==> src/rtl/conway_ctrl.sv <==
// conway_ctrl - sequencing controller for the 32x32 Game-of-Life datapath.
//
// Decides when the grid advances a generation (step_en) and when a seed
// pattern is loaded (load_en). Steps and loads are issued only on VGA frame
// boundaries. Provides run/pause/single-step, a frame-based speed divider
// and a generation counter.
//
// Optional feature macro: CONWAY_CTRL_STILL_DETECT_EN
//   defined   : a step that leaves the grid unchanged sets still=1 and
//               auto-pauses free-running mode.
//   undefined : no snapshot register or comparator; still is tied to 0.
//
// Ports:
//   clk          system clock
//   resetn       synchronous active-low reset
//   frame_start  one-cycle pulse at start of each VGA frame
//   run_toggle   one-cycle pulse: toggle run/pause
//   single_step  one-cycle pulse: request one generation while paused
//   load_req     one-cycle pulse: request a seed load (pattern_sel sampled)
//   pattern_sel  seed select (0 clear, 1 glider, 2 blinker, 3 R-pentomino)
//   speed        step period = speed+1 frames
//   grid_pack    current grid state from the datapath
//   step_en      one-cycle pulse: datapath latches next generation
//   load_en      one-cycle pulse: datapath loads load_pattern
//   load_pattern pattern to load, valid with load_en
//   running      free-running mode active
//   gen_count    generations since last load
//   still        last step produced no change
module conway_ctrl #(
    parameter int GRID_BITS = 1024,
    parameter int GEN_W     = 16,
    parameter int SPEED_W   = 3
) (
    input  logic                 clk,
    input  logic                 resetn,
    input  logic                 frame_start,
    input  logic                 run_toggle,
    input  logic                 single_step,
    input  logic                 load_req,
    input  logic [1:0]           pattern_sel,
    input  logic [SPEED_W-1:0]   speed,
    input  logic [GRID_BITS-1:0] grid_pack,
    output logic                 step_en,
    output logic                 load_en,
    output logic [1:0]           load_pattern,
    output logic                 running,
    output logic [GEN_W-1:0]     gen_count,
    output logic                 still
);

    typedef enum logic [2:0] {
        PAUSED  = 3'd0,
        RUNNING = 3'd1,
        STEP    = 3'd2,
        CHECK   = 3'd3,
        LOAD    = 3'd4
    } state_t;

    state_t state, nxt;

    logic [SPEED_W-1:0] div;
    logic               load_pend;
    logic               step_pend;
    logic               tog_pend;
    logic [1:0]         pat_q;
    logic               still_hit;

    logic               step_en_d;
    logic               load_en_d;
    logic [1:0]         load_pattern_d;
    logic               running_d;
    logic [GEN_W-1:0]   gen_d;
    logic               still_d;

`ifdef CONWAY_CTRL_STILL_DETECT_EN
    logic [GRID_BITS-1:0] prev;

    // Pre-step snapshot; compared in CHECK once the datapath has stepped.
    always_ff @(posedge clk) begin
        if (!resetn)
            prev <= '0;
        else if (state == STEP)
            prev <= grid_pack;
    end

    assign still_hit = (grid_pack == prev);
`else
    logic unused_grid;
    assign unused_grid = ^grid_pack;
    assign still_hit   = 1'b0;
`endif

    // Next-state logic. running doubles as the originating-mode record while
    // the FSM passes through STEP/CHECK.
    always_comb begin
        nxt = state;
        case (state)
            PAUSED: begin
                if (frame_start && load_pend)      nxt = LOAD;
                else if (run_toggle)               nxt = RUNNING;
                else if (frame_start && step_pend) nxt = STEP;
            end
            RUNNING: begin
                if (frame_start && load_pend)          nxt = LOAD;
                else if (run_toggle)                   nxt = PAUSED;
                else if (frame_start && div == speed)  nxt = STEP;
            end
            STEP:  nxt = CHECK;
            CHECK: begin
                // A still result wins over any pending toggle.
                if (still_hit)                                nxt = PAUSED;
                else if (running ^ (tog_pend | run_toggle))   nxt = RUNNING;
                else                                          nxt = PAUSED;
            end
            LOAD:    nxt = PAUSED;
            default: nxt = PAUSED;
        endcase
    end

    // Output logic: next values of the registered outputs.
    always_comb begin
        step_en_d      = (nxt == STEP);
        load_en_d      = (nxt == LOAD);
        load_pattern_d = (nxt == LOAD) ? pat_q : 2'b00;
        running_d      = (nxt == RUNNING) ||
                         (running && (nxt == STEP || nxt == CHECK || nxt == LOAD));
        gen_d          = gen_count;
        if (state == LOAD)
            gen_d = '0;
        else if (state == STEP)
            gen_d = gen_count + 1'b1;
        still_d = still;
        if (state == LOAD)
            still_d = 1'b0;
        else if (state == CHECK)
            still_d = still_hit;
    end

    // State and output registers.
    always_ff @(posedge clk) begin
        if (!resetn) begin
            state        <= PAUSED;
            step_en      <= 1'b0;
            load_en      <= 1'b0;
            load_pattern <= 2'b00;
            running      <= 1'b0;
            gen_count    <= '0;
            still        <= 1'b0;
        end else begin
            state        <= nxt;
            step_en      <= step_en_d;
            load_en      <= load_en_d;
            load_pattern <= load_pattern_d;
            running      <= running_d;
            gen_count    <= gen_d;
            still        <= still_d;
        end
    end

    // Divider and pending request flags.
    always_ff @(posedge clk) begin
        if (!resetn) begin
            div       <= '0;
            load_pend <= 1'b0;
            step_pend <= 1'b0;
            tog_pend  <= 1'b0;
            pat_q     <= 2'b00;
        end else begin
            // Entering free-running mode from pause restarts the frame count.
            if (nxt == RUNNING && !running)
                div <= '0;
            else if (state == RUNNING && frame_start)
                div <= (div == speed) ? '0 : div + 1'b1;

            if (load_req) begin
                load_pend <= 1'b1;
                pat_q     <= pattern_sel;
            end else if (state == LOAD) begin
                load_pend <= 1'b0;
            end

            if (state == LOAD)
                step_pend <= 1'b0;
            else if (state == PAUSED && nxt == STEP)
                step_pend <= 1'b0;
            else if (state == PAUSED && single_step)
                step_pend <= 1'b1;

            if (state == STEP && run_toggle)
                tog_pend <= 1'b1;
            else if (state == CHECK)
                tog_pend <= 1'b0;
        end
    end

endmodule

==> config.mk <==
export PLATFORM = sky130hd
export DESIGN_NAME = conway_ctrl
export DESIGN_NICKNAME = d
export VERILOG_FILES = /design/src/rtl/conway_ctrl.sv
export SDC_FILE = /design/constraint.sdc
export NUM_CORES = 1
export LEC_CHECK = 0
export CORE_AREA = 2 2 415 417
export CTS_CLUSTER_DIAMETER = 50
export DETAILED_ROUTE_END_ITERATION = 12
export DIE_AREA = 0 0 417 419
export DONT_BUFFER_PORTS = 1
export GPL_TIMING_DRIVEN = 0
export PLACE_DENSITY = 0.3
export SETUP_SLACK_MARGIN = 0.2
export SYNTH_ARGS = -nofsm -noshare
export SYNTH_HDL_FRONTEND = slang
export SYNTH_SLANG_ARGS = --single-unit
==> constraint.sdc <==
create_clock -name clk -period 1.5 [get_ports clk]
set_input_delay 0.3 -clock clk [delete_from_list [all_inputs] [get_ports clk]]
set_output_delay 0.3 -clock clk [all_outputs]
set_load 0.01 [all_outputs]
# Word level (Yosys, flattened, before mapping)
# Index checks and enable logic that the tools add are counted.
# classes
n_addsub	2
mul	0
div	0
order_cmp	0
n_eq_ne	9
shift	0
n_mux	13
n_bitwise	3
n_reduce_logical	20
# ops
op	count
3-bit two-way mux	7
16-bit by 1-bit adder with 16-bit output, second input constant	1
3-bit by 2-bit equality test with 1-bit output, second input constant	4
3-bit one-hot mux with 4 select lines	1
1-bit logical AND	9
3-bit by 1-bit equality test with 1-bit output, second input constant	2
3-bit equality test, second input constant	2
1-bit two-way mux	5
2-bit nonzero test	2
2-bit OR reduction	2
3-bit by 1-bit adder with 3-bit output, second input constant	1
3-bit equality test	1
3-bit zero test	1
1-bit logical OR	3
3-bit OR reduction	1
2-bit AND reduction	1
1-bit zero test	1
1-bit NOT	1
1-bit bitwise OR	1
1-bit XOR	1
# word_totals
reg_bits	32
latch_bits	0
mem_bits_rw	0
romBits	0
mem_count	0

# Logic depth before layout (Yosys ltp)
# logic_depth
ltp_word	11
mapped_depth	6
mapped_depth_nobuf	5

# Worst setup path after synthesis
# OpenSTA, ideal clock, no wires.
# synth_path
path_kind	reg2reg
startpoint	register gen_count[3]
endpoint	register gen_count[15]
setup_ps	121
arrival_ps	1412
t_required_ps	1379
path_slack_ps	-32
stages_incl_launch_ff	5
path_buffers	0
synth_period_minus_slack_ps	1532
cell_sequence	dfxtp_1 > and4_4 > nand3_4 > nor4_1 > mux2_2
# synth_via
elab_chain_len	1
# synth_lines
element	line	text
from (decl)	47	output logic [GEN_W-1:0] gen_count,
from (signal assigned)	155	gen_count <= gen_d;
16-bit by 1-bit adder with 16-bit output	131	gen_d = gen_count + 1'b1;
# Every way passes these cells.
# A chain may end at the register's enable or synchronous reset.

# Worst setup path after layout
# layout_path
startpoint	register gen_count[6]
endpoint	register gen_count[13]
# Same word-level chain as after synthesis.

==> flow_summary.toml <==
[critical_path]
r2r_slack_ns = -0.04
startpoint_type = "register"
worstPathRequired_ns = 1.71
cp.arrival_ns = 1.75
cp_slowest_cell = "or4_4"
end_kind = "register"
critPathKind = "register to register"
path_cells = "and4_4, nand3_4, or4_4, a21oi_2"
crit_path_max_fanout = 6
slowest_delay_ns = 0.51

[sta]
rsz0062_at_grt = "yes"
finalCritPeriodShare_pct = 103
finClkSkew_ns = 0.00250
fmax_mhz = 648
holdWs_ns = 0.141
fin_ws_ns = -0.0444
finalHoldViolCount = 0
finalSetupTns_ns = -0.165
slew_violations = 0
min_period_ns = 1.54
worst_pin_slew_ns = 0.605
max-slew-margin-rel_pct = 59.7
setup_viol = 5

[clocking]
path_clk_slew_ns = 0.05
cts_tree = "yes"
cts_buffer_depth = 2
clock-sinks = 32
clk_latency_ns = 0.27
cts-buffers-inserted = 5
h-tree-depth = 2
cts_root_buf = "clkbuf_16"

[layout]
areaGrowthSynthToFinish_pct = 216
drive_gt1_share_pct = 46.0
stdcell_area_sq_um = 5080
post-route-util_pct = 2.98
nNetsFinal = 1252
num_antenna_cells = 0

[grt]
grt_usage_pct = 0.920
grt_max_degree = 11
antenna_found_initial = 0
grt_pass1_vias = 1468
grt_pass1_wl_microns = 11200
grt_overflow = 0

[floorplan]
die_area_sq_um = 175000
start_util_pct = 0.942
io_pins = 1057
fp.dieH_microns = 419
rows = 152
core-area_sq_um = 171000
die_w_microns = 417

[synthesis]
synth_nets = 1216
yosys-top-cells-area = "dfxtp_1 (40%), a21oi_1 (4.7%), o21ai_0 (4.0%)"
netlist_instances = 179
synth_top_cell_by_area = "dfxtp_1"
yosys_most_used_dff = "dfxtp_1"
synth-edff-count = 0
ys_async_sr_fraction_pct = 0
synth_cell_type_count = 53
avgSynthCellArea_sq_um = 8.98
synth.most_common_cell = "dfxtp_1"
synth_commonest_cells = "dfxtp_1 (32), a21oi_1 (15), nor2_1 (15), o21ai_0 (13)"
yosys_warnings = 0
yosysSeqAreaShare_pct = 39.9
ys_seq_elements = 32
yosysTopAreaCellShare_pct = 39.9
synthesis.area_sq_um = 1610

[power_and_ir_drop]
irDropWorstVdd_v = 0.000439
cellLeakagePower_nw = 0.875
intPower_mw = 1.62
p_clk_share_pct = 44.8
pwr-share-seq_pct = 41.5
pwr_density_cell_nw_per_um2 = 423
p_sw_share_pct = 24.9
combPwrFrac_pct = 13.8
p_sw_mw = 0.536

[outcome]
violations = "setup timing"
outcome = "finished, violations left"

[route]
drt-initial-drc-count = 33
routedWlPerCell_microns = 3.42
ant_nets = 0
drc = 0
wl_microns = 8380
vias = 1478
routed_via_density = 0.604
dr.pass1.iters = 4

[placed_design]
portBuffers = 0
dpl.hpwl_microns = 6810
placed_area_sq_um = 4480
gp_congestion = 0.603

[flow_run]
cap_violations = 0

[worst_hold_path]
hold_class = "input pin to register"
## path summary, 6_finish.rpt
path                          end         start  cells past startpoint
setup / recovery    gen_count[13]  gen_count[6]                      4
hold / removal           tog_pend        resetn                      2
setup reg to reg    gen_count[13]  gen_count[6]                      4
hold reg to reg   load_pattern[1]      pat_q[1]                      1
## state kept, by name, summed over array words and instances (netlist names)
signal	flops
pat_q	2
step_pend	1
tog_pend	1
step_en	1
gen_count	16
div	3
running	1
load_pend	1
load_pattern	2
load_en	1
state	3
## through the flow
step	std cells	total power [mW]	setup slack [ns]
floorplan	179	1.07	0.0657
finish	2448	2.15	-0.0444
global placement	2412	1.12	-0.495
detailed placement	2412	1.12	-0.497
CTS	2439	2.15	-0.111
global route	2448	2.27	-0.153
## repair_timing
| action | in CTS | in global routing |
|---|---|---|
| resized for setup | 42 | 24 |
| buffers inserted | 18 | 9 |
| endpoints found under the setup margin | 27 | 22 |
| cloned | 2 | 0 |
| pin swaps | 22 | 12 |
| hold endpoints to repair | 0 | 0 |
| hold buffers | 0 | 0 |
## final cells by class
type,count,area [sq um]
Sequential cell,32,688
Timing Repair Buffer,28,233
Tap cell,2233,2790
Multi-Input combinational cell,132,1110
Clock buffer,6,129
Inverter,8,30.0
Fill cell,20200,166000
Buffer,8,88.8
Clock inverter,1,5.00
## critical path: cells and delay by family, from the launching register on
kind | cells | cell delay (ns)
AO/OA/AOI/OAI | 1 | 0.12
flip-flops | 1 | 0.44
AND/OR/NAND/NOR | 3 | 0.92
## placed cells by master, fill, tap and decap left out, types with 7 or more instances in the layout
cell type / synthesis / layout
nand2_1: 8 / 7
a21oi_1: 15 / 11
buf_6: 2 / 10
buf_4: 1 / 21
dfxtp_1: 32 / 16
nor2_1: 15 / 12
dfxtp_4: 0 / 11
inv_1: 8 / 8
o21ai_0: 13 / 9
## per-layer routing
metal | global-route usage, % | part of all wire, % | vias up
met5 | 0 | 0 | -
met3 | 0.0995 | 0.75 | 4
met4 | 0.197 | 0.79 | 0
met2 | 2.34 | 72 | 8
li1 | - | - | 735
met1 | 0.635 | 26 | 731
## power by group through the flow
stage                     combinational [mW]  sequential [mW]  clock, mW
final                                  0.296            0.892      0.963
after global routing                   0.320            0.895       1.06
after CTS                              0.259            0.892      0.997
after detailed placement               0.198            0.921          0
after global placement                 0.201            0.922          0
after floorplan                        0.157            0.909          0
## cell families (layout without fill, tap and decap cells)
group | count (synthesis) | count (layout) | synth area share [%]
compound gates | 49 | 49 | 19.7
xor+xnor | 9 | 9 | 4.91
fa+ha+maj | 2 | 2 | 1.56
buf+inv | 16 | 51 | 5.14
flops | 32 | 32 | 39.9
mux | 3 | 3 | 1.95
other cells | 1 | 1 | 0.233
simple gates | 67 | 68 | 26.6
Note: power is estimated with default switching activity, not from simulation.
